## config.mk

```make
export PLATFORM = sky130hd
export DESIGN_NAME = baud_tick_gen
export DESIGN_NICKNAME = d
export VERILOG_FILES = /design/src/rtl/baud_tick_gen.sv
export SDC_FILE = /design/constraint.sdc
export NUM_CORES = 1
export LEC_CHECK = 0
export CAP_MARGIN = 30
export CORE_MARGIN = 2
export CORE_UTILIZATION = 37
export CTS_CLUSTER_SIZE = 40
export DETAILED_ROUTE_END_ITERATION = 16
export SLEW_MARGIN = 20
export SYNTH_ARGS = -nofsm -noshare
export SYNTH_HDL_FRONTEND = slang
export SYNTH_SLANG_ARGS = --single-unit
```

## constraint.sdc

```tcl
create_clock -name clk -period 3.5 [get_ports clk]
set_input_delay 0.875 -clock clk [delete_from_list [all_inputs] [get_ports clk]]
set_output_delay 0.875 -clock clk [all_outputs]
set_load 0.005 [all_outputs]
```

## src/rtl/baud_tick_gen.sv

```systemverilog
// ----------------------------------------------------------------------------
// baud_tick_gen
//   Baud-rate tick generator for the UART path. Divides clk by a run-time
//   programmable divisor D to produce a one-cycle oversample strobe (os_tick).
//   Every OVERSAMPLE-th os_tick is a bit strobe (bit_tick), and the one half
//   way through a bit is a mid-bit strobe (mid_tick). The legacy square-wave
//   baud_clk toggles on every os_tick.
//
//   Optional build macro: FRAC_DIV_EN
//     Defined   : a FRAC_W-bit phase accumulator adds DIV_FRAC on every period
//                 wrap; a carry stretches the next period to D+1 cycles.
//     Undefined : every period is exactly D cycles.
//
// Ports
//   clk       in   system clock, rising edge
//   rst       in   asynchronous active-high reset
//   en        in   count enable, low freezes all counters
//   restart   in   phase restart pulse (RX start-bit alignment)
//   div_wr    in   divisor write strobe
//   div_in    in   new integer divisor (must be >= 2)
//   div_q     out  active divisor
//   div_err   out  one-cycle pulse after a rejected divisor write
//   os_tick   out  one-cycle oversample strobe
//   mid_tick  out  one-cycle mid-bit strobe
//   bit_tick  out  one-cycle end-of-bit strobe
//   baud_clk  out  square wave, toggles on each os_tick
// ----------------------------------------------------------------------------
module baud_tick_gen #(
   parameter int CLK_HZ     = 100_000_000,
   parameter int BAUD       = 9600,
   parameter int OVERSAMPLE = 16,
   parameter int DIV_W      = 16,
   parameter int RESET_DIV  = CLK_HZ / (BAUD * OVERSAMPLE),
   parameter int FRAC_W     = 8,
   parameter int DIV_FRAC   = 10
) (
   input  logic             clk,
   input  logic             rst,
   input  logic             en,
   input  logic             restart,
   input  logic             div_wr,
   input  logic [DIV_W-1:0] div_in,
   output logic [DIV_W-1:0] div_q,
   output logic             div_err,
   output logic             os_tick,
   output logic             mid_tick,
   output logic             bit_tick,
   output logic             baud_clk
);

   localparam int OS_W = $clog2(OVERSAMPLE);
   localparam logic [DIV_W-1:0] RESET_DIV_V = DIV_W'(RESET_DIV);
   localparam logic [OS_W-1:0]  OS_LAST     = OS_W'(OVERSAMPLE - 1);
   localparam logic [OS_W-1:0]  OS_MID      = OS_W'(OVERSAMPLE / 2 - 1);

   if (OVERSAMPLE < 4 || (OVERSAMPLE % 2) != 0) begin : g_bad_os
      $error("baud_tick_gen: OVERSAMPLE must be even and >= 4");
   end
   if (FRAC_W < 1 || DIV_FRAC < 0) begin : g_bad_frac
      $error("baud_tick_gen: FRAC_W must be >= 1 and DIV_FRAC >= 0");
   end

   logic [DIV_W-1:0] cnt;
   logic [OS_W-1:0]  os_cnt;
   logic             pend_vld;
   logic [DIV_W-1:0] pend_val;
   logic             extra;      // stretch the current period by one cycle
   logic             wr_ok;
   logic [DIV_W:0]   last;
   logic             wrap;
   logic [DIV_W-1:0] next_div;

`ifdef FRAC_DIV_EN
   logic [FRAC_W-1:0] acc;
`else
   assign extra = 1'b0;
`endif

   assign wr_ok = div_wr && (div_in >= DIV_W'(2));

   // Terminal count is computed one bit wider so D+1 periods never overflow.
   assign last = {1'b0, div_q} - (DIV_W+1)'(1) + {{DIV_W{1'b0}}, extra};
   assign wrap = ({1'b0, cnt} == last);

   // A write in the same cycle as the apply point beats the older pending value.
   assign next_div = wr_ok    ? div_in   :
                     pend_vld ? pend_val : div_q;

   always_ff @(posedge clk or posedge rst) begin
      if (rst) begin
         cnt      <= '0;
         os_cnt   <= '0;
         pend_vld <= 1'b0;
         pend_val <= '0;
         div_q    <= RESET_DIV_V;
         div_err  <= 1'b0;
         os_tick  <= 1'b0;
         mid_tick <= 1'b0;
         bit_tick <= 1'b0;
         baud_clk <= 1'b0;
`ifdef FRAC_DIV_EN
         acc      <= '0;
         extra    <= 1'b0;
`endif
      end else begin
         os_tick  <= 1'b0;
         mid_tick <= 1'b0;
         bit_tick <= 1'b0;
         div_err  <= div_wr && !wr_ok;

         if (restart) begin
            // Realign phase; the pending (or simultaneous) divisor takes effect now.
            cnt      <= '0;
            os_cnt   <= '0;
            baud_clk <= 1'b0;
            div_q    <= next_div;
            pend_vld <= 1'b0;
`ifdef FRAC_DIV_EN
            acc      <= '0;
            extra    <= 1'b0;
`endif
         end else begin
            if (wr_ok) begin
               pend_vld <= 1'b1;
               pend_val <= div_in;
            end
            if (en) begin
               if (wrap) begin
                  cnt      <= '0;
                  os_tick  <= 1'b1;
                  mid_tick <= (os_cnt == OS_MID);
                  bit_tick <= (os_cnt == OS_LAST);
                  os_cnt   <= (os_cnt == OS_LAST) ? '0 : os_cnt + OS_W'(1);
                  baud_clk <= ~baud_clk;
                  // Divisor changes only on the wrap so no period is ever cut short.
                  div_q    <= next_div;
                  pend_vld <= 1'b0;
`ifdef FRAC_DIV_EN
                  {extra, acc} <= {1'b0, acc} + (FRAC_W+1)'(DIV_FRAC);
`endif
               end else begin
                  cnt <= cnt + DIV_W'(1);
               end
            end
         end
      end
   end

endmodule
```

* Word-level counts from Yosys, hierarchy flattened
Cells that the tools add are included.
Storage, ports and cells: bits in registers 58, input port bits 21, output and inout bits 21, word-level logic and storage cells 54
Cells by class: add/sub/neg operators 3, $lt $le $gt $ge 1, equality and inequality tests 3, muxes and demuxes 28, bitwise gates (word level) 2, reduce and logical (&&, ||, !) cells 7
Operators by type and width (count):
- $mux 16 | 8
- $eq 16x17->1 | 1
- $sub 16x1->17 const B | 1
- $add 16x1->16 const B | 1
- $ge 16x2->1 const B | 1
- $mux 1 | 16
- $mux 4 | 4
- $add 4x1->4 const B | 1
- $eq 4x3->1 const B | 1
- $eq 4x4->1 const B | 1
- $reduce_and 2->1 | 2
- $reduce_bool 2->1 | 2
- $logic_and 1x1->1 | 2
- $not 1->1 | 2
- $logic_not 1->1 | 1

* Logic depth before layout (Yosys ltp)
word-level depth 6, gate-level depth with buffers 11, depth with buffers taken out 9

* Worst setup path before layout
Ideal clock, no wire load.
kind register -> register, start reg div_q[0], end reg div_q[15], library setup time 0.125 ns, arrival time 2.689 ns, required time 3.375 ns, setup slack 0.686 ns, stages on the path, launching flop included 11, path buffers 2, clock period less this slack 2.814 ns, cells stage by stage dfstp_2 -> inv_1 -> ha_1 -> or4b_4 -> buf_6 -> o41a_1 -> a31oi_4 -> nand4b_4 -> o22ai_4 -> buf_12 -> mux2_4
On the way: longest elaborated chain between the ends 4
RTL lines:
- start: declaration | line 43 | output logic [DIV_W-1:0] div_q,
- start signal: assignment | line 116 | div_q <= next_div;
- start signal: assignment | line 136 | div_q <= next_div;
- $sub 16x1->17 | line 82 | assign last = {1'b0, div_q} - (DIV_W+1)'(1) + {{DIV_W{1'b0}}, extra};
- $eq 16x17->1 | line 83 | assign wrap = ({1'b0, cnt} == last);
- $reduce_bool 2->1 (no line)
- $reduce_and 2->1 (no line)
Every way passes these cells. A chain may end at the register's enable or synchronous reset.

* Final worst setup path
start reg div_q[1], end reg div_q[8]
Same word-level chain as after synthesis.

==> flow_summary_export.csv <==
group,metric,value,unit
run_status,status,"finished, final reports clean",
timing,setup_violations,0,
timing,fin_crit,3190,ps
floorplanning,die-area,0.00999,sq mm
pwr,p_sw,0.601,mW
drt,routedWlPerCell,15.7,um
pwr,p_leak,1.70,nW
floorplanning,initial_core_util,37.6,%
worst_setup_path,reg2reg_depth,8,
synth,yosysSeqAreaShare,42.8,%
floorplanning,floorplan.die.height,99.9,um
clocking,cts_hold_buf,0,
synth,syn-num-nets,340,
drt,first_pass_iters,4,
finish,antenna_cells,0,
pwr,seqPwrFrac,41.9,%
global_routing,grt_max_degree,38,
clocking,numCtsBuffers,9,
timing,slew_viol_final,0,
worst_setup_path,cp_num_buf_inv,1,
synth,synth-main-ff-cell,"dfrtp_1",
worst_setup_path,critical_path.max_stage_delay,540,ps
worst_setup_path,cp-endpoint,"div_q[8]",
place,dp.cells,464,
drt,drtAntennaViolNets,0,
global_routing,use_met2,25.8,%
clocking,postCtsSetupBuffers,0,
drt,viasPerCell,5.28,
floorplanning,ioPinCount,42,
pwr,p_sw_share,29.7,%
timing,rsz0062_at_grt,"no",
clocking,cts_tree,"yes",
global_routing,met1_usage,22.1,%
global_routing,grt_pass1_vias,2629,
worst_setup_path,required,3720,ps
worst_setup_path,cp_slowest_cell,"or4b_4",
synth,avgSynthCellArea,10.8,sq um
drt,drc,0,
finish,fin_util,45.9,%
global_routing,grt.met3_usage,3.97,%
worst_setup_path,crit_fanout,16,
clocking,clk_path_buf_depth,2,
worst_setup_path,r2r-start,"div_q[1]",
worst_setup_path,rrSetupSlack,310,ps
timing,fmax,314,MHz
pwr,intPower,1.42,mW
timing,worst_slew_pin_slew,670,ps
synth,synthesis.area,0.00341,sq mm
worst_setup_path,rr_endpoint,"div_q[8]",
synth,yosysUniqueCellTypes,55,
synth,yosys.area.top_type_share,38.9,%
floorplanning,die_w,99.9,um
clocking,path_clk_slew,80,ps
clocking,clock-root-buffer,"clkbuf_8",
synth,yosysTopAreaCell,"dfrtp_1",
floorplanning,rows,35,
timing,whs,492,ps
drt,wirelength,7550,um
timing,slew_headroom,55.4,%
timing,finalCritPeriodShare,91.1,%
timing,finalClockSkew,14.0,ps
synth,yosysWarnings,0,
clocking,ctsResizeCount,0,
global_routing,grt_overflow,0,
pwr,p_per_area,487,mW/mm^2
global_routing,grt.total_usage,16.3,%
worst_setup_path,cp-end-kind,"flop",
clocking,clk_latency,340,ps
pwr,pwr-share-comb,24.7,%
worst_setup_path,path_depth,8,
global_routing,busiest_layer,"met2",
drt,num_vias,2536,
finish,fillers,842,
finish,final-instance-count-excl-fill,480,
finish,final_common_cell,"dfrtp_1",
place,place_area,0.00395,sq mm
pwr,ir_drop,0.000289,V
timing,hold_viol_final,0,
finish,syn_to_final_growth,22.1,%
place,placement.io_buffers,41,
worst_setup_path,crit_family,"compound AO/OA/AOI/OAI gates",
worst_setup_path,critPathLaunchType,"flop",
finish,drive_gt1_share,23.3,%
finish,fin_nets,388,
global_routing,antenna_found_initial,0,
timing,final.setup.tns,0,ps
min_path,hold_class,"flop to flop",
floorplanning,placeableCoreArea,0.00906,sq mm
finish,mostFrequentLayoutCells,"dfrtp_1 (53), clkdlybuf4s50_1 (41), mux2_2 (32)",
synth,ys_ff_latch,58,
finish,final_cell_area,0.00416,sq mm
worst_setup_path,crit_path_cell_trace,"inv_1 > ha_1 > or4b_4 > o41a_1 > a31oi_4 > nand4b_4 > o22ai_4 > mux2_2",
place,gp_congestion,0.825,
worst_setup_path,critPathKind,"flop to flop",
synth,synth_edf_count,0,
synth,netlist_instances,316,
synth,synth_area_leaders,"dfrtp_1 (39%), mux2_2 (11%), xor2_1 (4.9%)",
pwr,clockPowerShare,33.4,%
drt,drtIter0Drc,115,
clocking,ctsHtreeMaxLevel,3,
clocking,cts.sinks,58,
worst_setup_path,arrival,3410,ps
run,max_cap_violations,0,
place,hpwl,5520,um
worst_setup_path,crit_start,"div_q[1]",
synth,async_reset_ff_share,100,%
global_routing,grt_pass1_wl,12700,um
-- cells in the mapped netlist (2+ instances only) --
library cell	instances
clkbuf_1	7
nor3_1	10
xor2_1	19
inv_1	12
nand2_1	17
o21ai_0	5
and3_1	5
o21ai_2	2
xnor2_1	16
or3_1	2
mux2_4	6
o41ai_2	2
o31ai_1	3
nor2_1	30
or4_1	2
buf_2	5
buf_6	2
a21oi_1	7
mux2i_1	8
and2_1	2
dfstp_2	5
o211ai_1	4
or2_1	2
nand4_1	4
dfrtp_1	53
nor3b_1	3
ha_1	3
o21a_1	5
nand3_1	10
nor4_2	2
a32o_1	2
nor4_1	6
mux2_2	32
a211oi_1	2
-- metal layers --
layer / vias to the layer above / share of wire (%)
li1: 1228 / -
met1: 1259 / 49
met2: 40 / 47
met3: 9 / 2.4
met4: 0 / 1.3
met5: - / 0
-- final cells by class --
cell class,count,area (sq um),share of cell area [%]
multi-input cells,230,1810,43.4
flip-flops and latches,58,1460,35.1
repair buffers,53,500,12.0
well taps,111,139,3.34
clock buffers,10,128,3.07
clock inverters,6,82.6,1.99
inverters,12,45.0,1.08
-- state kept, by name, indices dropped and copies added, names as in the netlist --
name      count
bit_tick      1
div_err       1
baud_clk      1
os_tick       1
cnt          16
pend_vld      1
mid_tick      1
pend_val     16
div_q        16
os_cnt        4
-- kinds of logic (layout without fill, tap and decap cells) --
kind of cell	after synthesis	after routing	synth area share (%)
mux	46	46	15.6
buf+inv	28	81	4.19
simple gates	105	105	17.3
xor+xnor	35	35	9.00
compound gates	41	41	9.99
flops	58	58	42.8
fa+ha+maj	3	3	1.10
-- worst reg2reg max path: stages, from the launching register on --
cell and delay [ps]:
dfstp_2 410, inv_1 90, ha_1 170, or4b_4 540
o41a_1 530, a31oi_4 250, nand4b_4 140, o22ai_4 530
mux2_2 410
-- metrics by stage --
step | worst slack [ps] | power, mW
final | 311 | 2.02
after global routing | 131 | 2.13
after CTS | 308 | 2.04
after detailed placement | 179 | 1.36
after global placement | 213 | 1.35
after floorplan | 686 | 1.16
-- how the worst min path moves through the flow --
| stage | startpoint | end | cells past startpoint |
|---|---|---|---|
| 6_report | os_cnt[3] | mid_tick | 1 |
| 5_1_grt | os_cnt[3] | mid_tick | 1 |
| 4_1_cts | os_cnt[3] | mid_tick | 1 |
| 3_5_place_dp | os_cnt[3] | mid_tick | 1 |
| 3_3_place_gp | os_cnt[3] | mid_tick | 1 |
| 2_1_floorplan | os_cnt[3] | mid_tick | 1 |
-- power by group through the flow --
stage	registers (mW)	logic (mW)	clock network, mW
finish	0.848	0.500	0.675
global route	0.861	0.547	0.723
CTS	0.848	0.505	0.685
detailed placement	0.859	0.502	0
global placement	0.857	0.493	0
floorplan	0.825	0.335	0
(Power assumes the default switching activity.)
